<file path="src/rtl/rsa_private_exponent_derive.sv">
// RSA private exponent derivation: phi = (p-1)*(q-1) via shift-add multiply, then
// d = e^-1 mod phi using an external extended binary GCD engine.
module rsa_private_exponent_derive #(
  parameter int unsigned WORD_WIDTH = 32
) (
  input  logic                  clk,
  input  logic                  reset,
  input  logic                  enable,
  input  logic [WORD_WIDTH/2-1:0] p,
  input  logic [WORD_WIDTH/2-1:0] q,
  input  logic [WORD_WIDTH-1:0] e,
  output logic                  done,
  output logic                  err,
  output logic [WORD_WIDTH-1:0] phi,
  output logic [WORD_WIDTH-1:0] d,
  output logic                  gcd_enable,
  output logic [WORD_WIDTH-1:0] gcd_x,
  output logic [WORD_WIDTH-1:0] gcd_y,
  input  logic                  gcd_done,
  input  logic [WORD_WIDTH-1:0] gcd_result,
  input  logic [WORD_WIDTH-1:0] gcd_coeff_i
);

  localparam int unsigned HW    = WORD_WIDTH / 2;
  localparam int unsigned CNT_W = $clog2(HW + 1);
  localparam logic [CNT_W-1:0] LAST_BIT = CNT_W'(HW - 1);

  typedef enum logic [2:0] {IDLE, MUL, CHK, GCD_RUN, NORM, DONE} state_t;
  state_t state;

  logic [WORD_WIDTH-1:0] mcand, acc, acc_next, e_reg, coeff_reg, gcd_res_reg;
  logic [HW-1:0]         mplier;
  logic [CNT_W-1:0]      cnt;
  logic                  pq_bad, first_cycle;
  logic signed [WORD_WIDTH:0] c_ext, c_adj, c_norm, phi_ext;

  always_comb begin
    acc_next = mplier[0] ? acc + mcand : acc;
    c_ext    = $signed({coeff_reg[WORD_WIDTH-1], coeff_reg});
    phi_ext  = $signed({1'b0, phi});
    c_adj    = c_ext;
    if (c_ext < 0) c_adj = c_ext + phi_ext;
    c_norm = c_adj;
    if (c_adj >= phi_ext) c_norm = c_adj - phi_ext;
  end

  always_ff @(posedge clk) begin
    if (reset) begin
      state       <= IDLE;
      done        <= 1'b0;
      err         <= 1'b0;
      gcd_enable  <= 1'b0;
      phi         <= '0;
      d           <= '0;
      gcd_x       <= '0;
      gcd_y       <= '0;
      mcand       <= '0;
      acc         <= '0;
      mplier      <= '0;
      cnt         <= '0;
      e_reg       <= '0;
      coeff_reg   <= '0;
      gcd_res_reg <= '0;
      pq_bad      <= 1'b0;
      first_cycle <= 1'b0;
    end else if (!enable && state != IDLE && state != DONE) begin
      // request withdrawn mid-derivation: abandon without publishing a result
      state      <= IDLE;
      gcd_enable <= 1'b0;
    end else begin
      case (state)
        IDLE: if (enable) begin
          mcand  <= {{HW{1'b0}}, p - 1'b1};
          mplier <= q - 1'b1;
          acc    <= '0;
          cnt    <= '0;
          e_reg  <= e;
          pq_bad <= (p < HW'(2)) || (q < HW'(2));
          state  <= MUL;
        end
        MUL: begin
          acc    <= acc_next;
          mcand  <= mcand << 1;
          mplier <= mplier >> 1;
          cnt    <= cnt + 1'b1;
          if (cnt == LAST_BIT) begin
            phi   <= acc_next;
            state <= CHK;
          end
        end
        CHK: begin
          if (pq_bad || e_reg == '0 || e_reg >= phi) begin
            err   <= 1'b1;
            d     <= '0;
            done  <= 1'b1;
            state <= DONE;
          end else begin
            gcd_x       <= e_reg;
            gcd_y       <= phi;
            gcd_enable  <= 1'b1;
            first_cycle <= 1'b1;
            state       <= GCD_RUN;
          end
        end
        GCD_RUN: begin
          first_cycle <= 1'b0;
          // a done level left over from the engine's previous job is not ours
          if (!first_cycle && gcd_done) begin
            gcd_res_reg <= gcd_result;
            coeff_reg   <= gcd_coeff_i;
            gcd_enable  <= 1'b0;
            state       <= NORM;
          end
        end
        NORM: begin
          if (gcd_res_reg != WORD_WIDTH'(1)) begin
            err <= 1'b1;
            d   <= '0;
          end else begin
            err <= 1'b0;
            d   <= c_norm[WORD_WIDTH-1:0];
          end
          done  <= 1'b1;
          state <= DONE;
        end
        DONE: if (!enable) begin
          done  <= 1'b0;
          err   <= 1'b0;
          state <= IDLE;
        end
        default: state <= IDLE;
      endcase
    end
  end

endmodule
</file>
<file path="config.mk">
export PLATFORM = sky130hd
export DESIGN_NAME = rsa_private_exponent_derive
export DESIGN_NICKNAME = d
export VERILOG_FILES = /design/src/rtl/rsa_private_exponent_derive.sv
export SDC_FILE = /design/constraint.sdc
export NUM_CORES = 1
export LEC_CHECK = 0
export BUFFER_PORTS_ARGS = -buffer_cell sky130_fd_sc_hd__buf_2
export CAP_MARGIN = 20
export CORE_MARGIN = 2
export CORE_UTILIZATION = 45
export DETAILED_ROUTE_END_ITERATION = 8
export GPL_TIMING_DRIVEN = 0
export PLACE_DENSITY = 0.65
export RECOVER_POWER = 100
export SYNTH_ARGS = -nofsm -noshare
export SYNTH_HDL_FRONTEND = slang
export SYNTH_SLANG_ARGS = --single-unit
</file>
<file path="constraint.sdc">
create_clock -name clk -period 9.11 [get_ports clk]
set_clock_uncertainty 0.1 [all_clocks]
set_input_delay 0.4555 -clock clk [delete_from_list [all_inputs] [get_ports clk]]
set_output_delay 0.4555 -clock clk [all_outputs]
set_load 0.02 [all_outputs]
</file>
==> impl_results.md <==
- CTS sink count: approximately 320
- Total Die Area: between 40000 and 50000 sq um
- Final worst setup slack: 2.684 ns
- Critical path arrival: 6.71 ns
- Initial antenna violation count: 1
- CTS tree: done
- Avg WL per Cell: around 21 um
- CP top delay family: compound AO/OA/AOI/OAI gates
- DR pass1 iterations: 8
- CP Buf/Inv Count: 2
- CP Max Fanout: 8
- Root buf cell: clkbuf_16
- CP max stage delay: 0.83 ns
- Final wirelength: approximately 66000 um
- Fraction of registers with async set or reset after synthesis: 0
- Net Count, Synth: about 2500
- First-pass GRT wire length: 98660 um
- Commonest non-fill, non-tap cell in the layout: nand2_1
- Sequential area share after synthesis: 0.3441
- Initial core utilization: 0.4538
- Unrepaired setup endpoints after global routing: false
- Post-route ant nets: 0
- Rows: 74
- Finish-stage setup viols: 0
- Clk_lat worst skew: 0.56 ns
- H-tree levels: 2
- Via count: 18260
- Crit path top cell by count: a21oi_1
- Post-CTS Setup Bufs: 0
- Synth Cell Area: 18440 sq um
- Final Hold Fails: 0
- Final Critical Period: 6.426 ns
- Ports: ~260
- EDFF count, synth: 0
- GPL Wtd Cong: between 0.9 and 1
- Buffers on Ports: about 260
- Pin count of the biggest net entering global routing: 14
- HP Class: in -> reg
- Post-synth top area share: 0.3441
- Layout cell share with drive strength beyond 1: 0.08916
- Syn Inst Count: roughly 2300
- Tightest Pin Transition: roughly 1.6 ns
- Crit-path cells: ha_1, inv_1, fa_1, nand2b_1, a21oi_1, o21ai_0, nand3_1, a21o_1, a21oi_1, xor2_1, a21oi_1, ha_1, clkbuf_1, a21oi_1, o21ai_0, a221oi_1, a21oi_1, or4_1, and3_1, o21ai_0, o221ai_1
- Type of the worst setup path: reg -> reg
- Post-DP HPWL: about 53000 um
- Max-cap violations: 1
- CP max stage cell: o21ai_0
- Failing checks: max-capacitance violations, max-slew violations
- Final nets: approximately 2800
- Slew headroom: -0.07924
- Area Overhead vs Synth: 16.14%
- Post-place setup slack: approximately 3.3 ns
- Hold buffer count at CTS: 0
- Clk slew on worst S/H paths: roughly 0.060 ns
- Fin crit share: 0.7054
- Most frequent cells in the layout: 330 x nand2_1, 317 x dfxtp_1, 253 x clkbuf_1, 232 x nor2_1, 217 x a21oi_1
- Core Area: around 41000 sq um
- Syn avg cell area: slightly above 8 sq um
- GRT Util Overall: 0.3029
- GRT overflow: 0
- CTS Buf Count: 37
- FMAX: roughly 160 MHz
- Die width: between 200 and 250 um
- Top post-synthesis cells by area: dfxtp_1 34%, ha_1 8.8%, nand2_1 6.7%
- Ys flop type: dfxtp_1
- Slew Limit Fails: 11
- Vias/cell: ~5.8
- CTS resizes: 0
- Die span in y: just over 200 um
- Maximum vdd drop: 0.1056 mV
- Pleak: between 8 and 9 nW
- Synthesis warning total: 0
- Vias in the first global route: approximately 17000
- Power Density: about 150 nW/um^2
- CP startpoint kind: flip-flop
- Flops & latches, synth: about 320
- Post-route DRC violation count: 0
- CP endpoint kind: flip-flop
- Distinct cells, synth: between 70 and 80
- TNS Setup: 0 ns
- DR iter-0 viols: 1322
- Status: complete, but fails checks
- Clk buf depth: 3
- Yosys top cell by area: dfxtp_1
- Worst endpoint required time: about 9.4 ns
power by group:
group	internal (mW)	total (mW)	switching, mW
logic	0.0773	0.212	0.134
registers	1.40	1.43	0.0214
clock network	0.854	1.48	0.626
metal layers:
metal	vias to the layer above	routed length [um]	track usage
met5	-	0	0
met4	0	2511	0.1128
met3	130	4470	0.04904
met2	678	30320	0.5048
met1	8652	29080	0.3925
li1	8804	-	-
cell families after synthesis:
kind of cell             synth area share
AND/OR/NAND/NOR                    0.2001
AO/OA/AOI/OAI                      0.2159
flip-flops                         0.3441
buffers and inverters             0.04158
adder cells (fa/ha/maj)           0.09145
multiplexers                      0.06044
XOR/XNOR                          0.04654
tightest hold or removal path: stages:
cell     delay (ns)
buf_2          0.10
nand2_1        0.04
a21oi_1        0.05
cell type report:
cell class	instances	area, sq um
inverter	80	300.3
antenna	1	2.502
multi-input combinational	1760	11320
timing repair buffer	262	1147
clock inverter	15	167.7
buffer	117	441.7
clock buffer	51	1028
sequential	317	6346
fill	3970	19230
tap	532	665.6
synthesized netlist by cell type (all sizes together), types with 5 or more instances:
| cell type | count |
|---|---|
| o21a | 13 |
| clkbuf | 99 |
| a22o | 5 |
| o211ai | 41 |
| inv | 80 |
| mux2 | 27 |
| o311ai | 10 |
| nor2b | 23 |
| a21o | 54 |
| o41ai | 5 |
| a22oi | 36 |
| nand2b | 22 |
| ha | 130 |
| a31o | 5 |
| and2 | 17 |
| a31oi | 17 |
| o21bai | 6 |
| or3 | 7 |
| nand2 | 330 |
| a221oi | 26 |
| a21oi | 217 |
| o21ai | 71 |
| xnor2 | 54 |
| or4 | 8 |
| a211oi | 29 |
| and4 | 6 |
| xor2 | 44 |
| nor2 | 232 |
| nand3 | 37 |
| nor4 | 29 |
| buf | 18 |
| dfxtp | 317 |
| a222oi | 9 |
| and3 | 14 |
| nand4 | 37 |
| o31ai | 9 |
| nor3 | 36 |
| mux2i | 81 |
| nor3b | 7 |
| or2 | 5 |
worst paths after layout:
kind                    from              end  slack (ns)  cells past startpoint
max                   phi[0]            d[25]        2.68                     21
min           gcd_coeff_i[1]     coeff_reg[1]        0.03                      3
max reg2reg           phi[0]            d[25]        2.68                     21
min reg2reg  gcd_res_reg[20]  gcd_res_reg[20]        0.35                      2
through the flow:
step                total power [mW]  area, sq um  utilization  cells  hold WS [ns]
floorplan                      1.569        18440            -   2274        0.3308
global placement               1.660        20420       0.5023   3067        0.3432
detailed placement             1.664        20430       0.5026   3068        0.3491
CTS                            3.131        21620       0.5320   3134       0.01244
global route                   3.211        21420       0.5269   3134       0.02708
finish                         3.118        21420       0.5270   3135       0.02926
No activity file was read; power rests on OpenSTA's default activity.
